<file path="config.mk">
export PLATFORM = sky130hd
export DESIGN_NAME = pc_trace_streamer
export DESIGN_NICKNAME = d
export VERILOG_FILES = /design/src/rtl/pc_trace_streamer.sv
export SDC_FILE = /design/constraint.sdc
export NUM_CORES = 1
export LEC_CHECK = 0
export ABC_AREA = 1
export CAP_MARGIN = 20
export CORE_MARGIN = 4
export CORE_UTILIZATION = 60
export DETAILED_ROUTE_END_ITERATION = 12
export HOLD_SLACK_MARGIN = 0.12
export PLACE_DENSITY = 0.81
export SYNTH_ARGS = -nofsm -noshare
export SYNTH_HDL_FRONTEND = slang
export SYNTH_SLANG_ARGS = --single-unit
</file>
<file path="constraint.sdc">
create_clock -name clk -period 4.6 [get_ports clk]
set_input_delay 0.69 -clock clk [delete_from_list [all_inputs] [get_ports clk]]
set_output_delay 0.69 -clock clk [all_outputs]
set_load 0.05 [all_outputs]
</file>
<file path="src/rtl/pc_trace_streamer.sv">
`timescale 1ns/1ps
// pc_trace_streamer
// Captures qualified samples (typically a CPU program counter) into a small
// FIFO and streams each one to a byte UART as a frame: SYNC_BYTE followed by
// ceil(WIDTH/8) sample bytes, least-significant byte first.
// Optional feature: define TRACE_TRIGGER_EN to hold capture off until a valid
// sample equals trig_addr; without it the streamer is permanently armed.
module pc_trace_streamer #(
  parameter int         WIDTH       = 16,
  parameter int         DEPTH       = 8,
  parameter bit         CHANGE_ONLY = 1'b1,
  parameter logic [7:0] SYNC_BYTE   = 8'hA5
) (
  input  logic                     clk,
  input  logic                     reset,
  input  logic [WIDTH-1:0]         sample_in,
  input  logic                     sample_valid,
  input  logic [WIDTH-1:0]         trig_addr,
  output logic [7:0]               tx_byte,
  output logic                     transmit,
  input  logic                     is_transmitting,
  output logic [$clog2(DEPTH):0]   fifo_level,
  output logic                     overflow,
  output logic                     armed
);

  localparam int AW = $clog2(DEPTH);
  localparam int LW = AW + 1;
  localparam int NB = (WIDTH + 7) / 8;   // sample bytes per frame
  localparam int SW = NB * 8;            // sample padded to whole bytes
  localparam int IW = $clog2(NB + 2);    // byte index holds 0..NB+1
  localparam logic [IW-1:0] LAST_IDX = IW'(NB);

  typedef enum logic [2:0] {
    IDLE,
    LOAD,
    SEND,
    WAIT_BUSY,
    WAIT_IDLE
  } state_t;

  state_t            state, state_nxt;
  logic [WIDTH-1:0]  mem [DEPTH];
  logic [AW-1:0]     wr_ptr, rd_ptr;
  logic [WIDTH-1:0]  last_val;
  logic              last_valid;
  logic [SW-1:0]     shift_reg;
  logic [IW-1:0]     byte_idx;
  logic              arm_ok;
  logic              is_new;
  logic              capture;
  logic              pop;
  logic              full;
  logic              push;
  logic              drop;

`ifdef TRACE_TRIGGER_EN
  logic armed_q;
  logic trig_hit;

  // The matching sample arms the streamer and is itself captured.
  assign trig_hit = sample_valid && (sample_in == trig_addr);
  assign arm_ok   = armed_q || trig_hit;
  assign armed    = armed_q;

  // Arm flag: set on the first trigger match, held until reset.
  always_ff @(posedge clk) begin
    if (reset)         armed_q <= 1'b0;
    else if (trig_hit) armed_q <= 1'b1;
  end
`else
  logic unused_trig;

  assign unused_trig = ^trig_addr;
  assign arm_ok      = 1'b1;
  assign armed       = 1'b1;
`endif

  // Capture qualification and FIFO handshake. A full FIFO still accepts a
  // sample when the serializer pops in the same cycle.
  assign is_new  = (CHANGE_ONLY == 1'b0) || !last_valid || (sample_in != last_val);
  assign capture = sample_valid && arm_ok && is_new;
  assign pop     = (state == LOAD);
  assign full    = (fifo_level == LW'(DEPTH));
  assign push    = capture && (!full || pop);
  assign drop    = capture && full && !pop;

  // Sample storage written at the write pointer.
  // NOTE: the storage array has no reset; an entry is only ever read after it
  // was written, and leaving it unreset lets it map onto RAM.
  always_ff @(posedge clk) begin
    if (push && !reset) mem[wr_ptr] <= sample_in;
  end

  // FIFO pointers and occupancy; pointers wrap naturally since DEPTH is 2^AW.
  // NOTE: every clocked register uses <= so all flops see pre-edge values.
  always_ff @(posedge clk) begin
    if (reset) begin
      wr_ptr     <= '0;
      rd_ptr     <= '0;
      fifo_level <= '0;
    end else begin
      if (push) wr_ptr <= wr_ptr + AW'(1);
      if (pop)  rd_ptr <= rd_ptr + AW'(1);
      if (push && !pop)      fifo_level <= fifo_level + LW'(1);
      else if (pop && !push) fifo_level <= fifo_level - LW'(1);
    end
  end

  // Last-captured value for change-only filtering, and sticky drop flag.
  always_ff @(posedge clk) begin
    if (reset) begin
      last_valid <= 1'b0;
      last_val   <= '0;
      overflow   <= 1'b0;
    end else begin
      if (push) begin
        last_valid <= 1'b1;
        last_val   <= sample_in;
      end
      if (drop) overflow <= 1'b1;
    end
  end

  // Serializer state register.
  always_ff @(posedge clk) begin
    if (reset) state <= IDLE;
    else       state <= state_nxt;
  end

  // Serializer next-state: one byte per UART busy/idle handshake.
  // NOTE: state_nxt gets a default before the case so no path infers a latch.
  always_comb begin
    state_nxt = state;
    unique case (state)
      IDLE:      if ((fifo_level != '0) && !is_transmitting) state_nxt = LOAD;
      LOAD:      state_nxt = SEND;
      SEND:      state_nxt = WAIT_BUSY;
      WAIT_BUSY: if (is_transmitting) state_nxt = WAIT_IDLE;
      WAIT_IDLE: if (!is_transmitting) state_nxt = (byte_idx <= LAST_IDX) ? SEND : IDLE;
      default:   state_nxt = IDLE;
    endcase
  end

  // Serializer datapath: load the FIFO head, then emit header and sample
  // bytes; tx_byte holds its value between sends, transmit is a 1-cycle pulse.
  always_ff @(posedge clk) begin
    if (reset) begin
      shift_reg <= '0;
      byte_idx  <= '0;
      tx_byte   <= 8'h00;
      transmit  <= 1'b0;
    end else begin
      transmit <= (state == SEND);
      case (state)
        LOAD: begin
          shift_reg <= SW'(mem[rd_ptr]);
          byte_idx  <= '0;
        end
        SEND: begin
          byte_idx <= byte_idx + IW'(1);
          if (byte_idx == '0) begin
            tx_byte <= SYNC_BYTE;
          end else begin
            tx_byte   <= shift_reg[7:0];
            shift_reg <= shift_reg >> 8;
          end
        end
        default: ;
      endcase
    end
  end

endmodule

</file>
== Word level (Yosys, flattened, before mapping) ==
Memories as Yosys holds them, arrays and structs flattened. A register that Yosys moved wholly into a read port is not among the register bits.
Index checks and enable logic that the tools add are counted.

* RAM bits: 128
* Register bits: 58
* Output and inout port bits: 15
* Logic and storage cells: 66
* ROM bits: 0
* Memories kept: 1
* Input bits: 36
* Latch bits: 0

{| class="wikitable"
|+ Memories
! memory !! words !! width !! read ports !! clocked after Yosys merged registers in !! wr ports !! line !! text
|-
| mem || 8 || 16 || 1 || 1 || 1 || 43 || <nowiki>logic [WIDTH-1:0] mem [DEPTH];</nowiki>
|}

* $mul: 0
* Bitwise gates (word level): 0
* Shift-type cells: 0
* Order comparisons: 1
* $add $sub $neg: 5
* Reductions and logical operators: 23
* Equal/unequal tests: 10
* Muxes and demuxes: 15
* Div/mod/pow operators: 0

{| class="wikitable"
|+ Operators by type and width
! kind !! number
|-
| 16-bit one-hot mux with 2 select lines || 1
|-
| 16-bit 2-to-1 mux || 1
|-
| 16-bit inequality test || 1
|-
| 3-bit 2-to-1 mux || 5
|-
| 3-bit one-hot mux with 5 select lines || 1
|-
| 1-bit logical AND || 8
|-
| 4-bit 2-to-1 mux || 2
|-
| 8-bit 2-to-1 mux || 1
|-
| 2-bit inequality test, second input constant || 4
|-
| 3-bit by 1-bit adder with 3-bit output, second input constant || 2
|-
| 3-bit by 2-bit == test with 1-bit output, second input constant || 2
|-
| 1-bit zero test || 6
|-
| 4-bit by 1-bit adder with 4-bit output, second input constant || 1
|-
| 4-bit == test, second input constant || 1
|-
| 2-bit one-hot mux with 2 select lines || 1
|-
| 2-bit nonzero test || 2
|-
| 4-bit nonzero test || 1
|-
| 4-bit by 1-bit subtractor with 4-bit output, second input constant || 1
|-
| 3-bit by 1-bit == test with 1-bit output, second input constant || 1
|-
| 3-bit == test, second input constant || 1
|-
| 3-bit zero test || 1
|-
| 3-bit AND reduction || 1
|-
| 2-bit by 1-bit adder with 2-bit output, second input constant || 1
|-
| 2-bit less-or-equal comparator, second input constant || 1
|-
| other kinds (5) || 7
|}

== Longest topological paths before layout ==
* Depth in word-level cells: 8
* Depth in mapped cells: 21
* Mapped depth without buffers: 20

== Worst setup path before layout ==
Ideal clock, no wire load.

* Kind: register to register
* From: reg fifo_level[0]
* To: mem mem[6][0] (enable)
* Data required time: 4191 ps
* Arrival time: 2458 ps
* Stages on the path, launching flop included: 7
* Library setup time: 409 ps
* Slack: 1732 ps
* Path through: dfxtp_1 > or2_1 > nor3_2 > nand2_2 > nand3_4 > buf_6 > nor3_1

* Cells in the longest elaborated chain, start to end: 7

{| class="wikitable"
|+ Ends and longest elaborated chain
! item !! line !! text
|-
| start: declaration || 22 || <nowiki>output logic [$clog2(DEPTH):0] fifo_level,</nowiki>
|-
| start signal: assignment || 105 || <nowiki>if (push && !pop) fifo_level <= fifo_level + LW'(1);</nowiki>
|-
| start signal: assignment || 106 || <nowiki>else if (pop && !push) fifo_level <= fifo_level - LW'(1);</nowiki>
|-
| 4-bit == test || 84 || <nowiki>assign full = (fifo_level == LW'(DEPTH));</nowiki>
|-
| 1-bit zero test || 85 || <nowiki>assign push = capture && (!full || pop);</nowiki>
|-
| 1-bit logical OR || 85 ||
|-
| 1-bit logical AND || 85 ||
|-
| 1-bit logical AND || 92 || <nowiki>if (push && !reset) mem[wr_ptr] <= sample_in;</nowiki>
|-
| 1-bit 2-to-1 mux || 92 ||
|-
| 1-bit 2-to-1 mux (not written as such) || 92 ||
|-
| end: declaration || 43 ||
|}

Every way passes these cells.

== Final worst setup path ==
* From: in sample_in[7]
* To: reg fifo_level[3]

* Cells in the longest elaborated chain, start to end: 7
* Elaborated cells on any way between the ends: 9
* Classes of those cells: 1 x eq/ne; 1 x mux; 7 x reduce/logical

{| class="wikitable"
|+ Ends and longest elaborated chain
! item !! line !! text
|-
| start: declaration || 16 || <nowiki>input logic [WIDTH-1:0] sample_in,</nowiki>
|-
| 16-bit inequality test (*) || 81 || <nowiki>assign is_new = (CHANGE_ONLY == 1'b0) || !last_valid || (sample_in != last_val);</nowiki>
|-
| 1-bit logical OR (*) || 81 ||
|-
| 1-bit logical AND (*) || 82 || <nowiki>assign capture = sample_valid && arm_ok && is_new;</nowiki>
|-
| 1-bit logical AND (*) || 85 ||
|-
| 1-bit zero test || 106 ||
|-
| 1-bit logical AND || 106 ||
|-
| 2-bit nonzero test (no line) || n/a ||
|}

Every way passes the cells marked *; elsewhere a longest branch is shown, timed or not.
A chain may end at the register's enable or synchronous reset.

==> metrics <==
CTS tree built; synth top area cells edfxtp_1 (49%), dfxtp_1 (16%), nor2_1 (6.7%); first-pass iteration count of the detailed router 5; wire per inst 18.1 um; Worst Hold Depth 1; post-DP HPWL about 11,000 um; max reg flops between 100 and 150; cell area power density 538 nW/um^2; EDFF count, synth roughly 130; area grow syn2layout 14.1%; worst-case clock skew approximately 0.0092 ns; CP cell instances clkdlybuf4s50_1, nand2_1, o21ai_1, nor2_1, nand2_1, nor2_1, nand2_2, nand3_4, inv_4, ha_1, inv_1, ha_1, nand2_1, nand2_1, a21oi_1, nor2_1, nor2_1, nand2_1, o21ai_0, a21oi_1; count leader, synth nor2_1; Final ANT Viol Nets 0; Worst Hold Launch byte_idx[0]$_SDFFE_PP0P_; Post-CTS Setup Bufs 0; Cell Area, Synth approximately 7800 um^2; Synth Flop Type edfxtp_1; post-synth top area share 0.491; f_max around 290 MHz; Final Hold Vio Count 0; Pins Over Slew Limit 0; Num CTS Buffers 17; initial antenna violation count 0; leakage power ~3.4 nW; CP bufs+invs 3; Hold EP byte_idx[0]$_SDFFE_PP0P_; reg2reg end fifo_level[3]$_SDFFE_PP0P_; Final setup viols 0; Die Span Y about 120 um; DIE AREA between 10,000 and 15,000 um^2; FF/Latch Area just over 5000 um^2; max cap viols 0; Synth Warn # 0; part of the cycle the worst path needs 0.741; CTS root buf clkbuf_16; Overflow after GRT 0; I/O Pins 51; Post-route DRC 0; relative slew slack 0.286; CTS sink cnt approximately 190; ratio of cells with drive above 1 in the final layout 0.0855; largest net degree at the start of global routing between 60 and 70; FF+latch count, synth around 190; critical path startpoint category primary input; async set-reset flop share out of synthesis 0; Syn Inst Count around 760; DP Worst Slack approximately 0.9 ns; gr usage total 0.251; Reg2Reg Setup Slack approximately 1.8 ns; worst-margin pin slew ~1.1 ns; Clk Latency, worst-skew pair 0.43 ns; H-tree Lvls 4; reg2reg start last_val[7]$_SDFFE_PP0N_; vias per cell 5.77; top post-synthesis cells by count nor2_1 (139), nand2_1 (131), edfxtp_1 (128), o21ai_0 (71), dfxtp_1 (61); Critical Path AT approximately 3.7 ns; highest cell delay on the worst timing path 0.60 ns; IO buf count 33; Rows 41; CP top delay family simple AND/OR/NAND/NOR gates; Initial Utilization 0.616; VDD IR max roughly 0.37 mV; GP Congestion between 0.8 and 0.9; setup TNS 0 ns; sequential cell area fraction in the yosys report 0.647; Synth cell types 39; Die Wd 122 um; crit-path max FO 11; setup ws final 1.19 ns; slowest CP cell clkdlybuf4s50_1; Mean Syn Cell Area ~10 um^2; clk slew on worst S/H paths approximately 0.060 ns; vias in the first global route about 5,600; filler cell count 910; Finished Core Util 0.702; global-route wire length before repair 27,900 um; area occupied by multi-input gates approximately 2400 um^2; Vias between 5,000 and 6,000; hold buffers post-CTS 0; Yosys top cell by area edfxtp_1; DRT iter0 DRCs 586; Total Routed Length about 18,000 um; Antenna Cells 0; status completed; core area approximately 13,000 um^2; post-cts sizing count 0; CP most frequent cell nand2_1; Crit. End Element flip-flop; Final Hold Slack between 0.4 and 0.5 ns; hold crit path type reg2reg; critical path startpoint sample_in[7]; CP Class in2reg; Worst R2R Path Depth 20; Req. time, crit path between 4 and 5 ns; fin nets roughly 840; RSZ-0062 raised after global routing no; Period minus WS final ~3.4 ns; Final Total Pwr roughly 4.8 mW; syn nets between 800 and 900; Max clock buf depth 2
logic make-up after synthesis:
group / count (synthesis) / synth area share
AO/OA/AOI/OAI: 147 / 0.106
flip-flops: 189 / 0.647
XOR/XNOR: 6 / 0.00671
adder cells (fa/ha/maj): 8 / 0.0137
AND/OR/NAND/NOR: 324 / 0.173
buffers and inverters: 89 / 0.0538
other: 1 / 0.000479
metal layers:
layer | wire length, um | GRT usage
met1 | 7000 | 0.309
met2 | 8930 | 0.423
met3 | 1300 | 0.0567
met4 | 456 | 0.118
met5 | 0 | 0
worst max path at each step:
stage | to | cells after the start
2_1_floorplan | mem[6][0]$_DFFE_PP_ | 6
3_3_place_gp | fifo_level[3]$_SDFFE_PP0P_ | 20
3_5_place_dp | fifo_level[3]$_SDFFE_PP0P_ | 20
4_1_cts | fifo_level[3]$_SDFFE_PP0P_ | 20
5_1_grt | fifo_level[3]$_SDFFE_PP0P_ | 20
6_report | fifo_level[3]$_SDFFE_PP0P_ | 20
placed cells by master, fill, tap and decap left out, drive strengths merged:
master	instances
o22ai	20
o221ai	12
nor2	148
o31ai	1
nand2	137
edfxtp	128
nand3	31
nor3	4
nand4	2
a21oi	30
o21ai	79
clkbuf	23
inv	52
and3	1
conb	1
ha	7
xor2	4
a211oi	1
clkinvlp	1
dfxtp	61
clkdlybuf4s50	33
buf	16
or2	1
clkinv	2
fa	1
o211ai	4
xnor2	2
bufinv	5
layout make-up:
type / instances / share of cell area
repair buffers: 49 / 0.0504
inverters: 51 / 0.0220
multi-input cells: 486 / 0.263
clock buffers: 23 / 0.0535
clock inverters: 9 / 0.0202
flip-flops and latches: 189 / 0.567
well taps: 172 / 0.0241
worst reg2reg max path, cell delays in order, from the launching register on:
cell and delay, ns:
dfxtp_1 0.31, inv_1 0.06, nand2_1 0.08, o21ai_1 0.08
nor2_1 0.21, nand2_1 0.12, nor2_1 0.20, nand2_2 0.12
nand3_4 0.09, inv_4 0.06, ha_1 0.21, inv_1 0.13
ha_1 0.25, nand2_1 0.07, nand2_1 0.05, a21oi_1 0.18
nor2_1 0.07, nor2_1 0.11, nand2_1 0.08, o21ai_0 0.17
a21oi_1 0.06
per-stage QoR:
stage / area, um^2 / std cells
final: 8940 / 979
after global routing: 8940 / 979
after CTS: 8940 / 979
after detailed placement: 8280 / 947
after global placement: 8280 / 947
after floorplan: 7830 / 764
power by group:
group	total (mW)	switching, mW	internal, mW
Combinational	1.11	0.767	0.347
Sequential	2.09	0.118	1.97
Clock	1.61	0.602	1.01
Total	4.81	1.49	3.32
(Power assumes the default switching activity.)
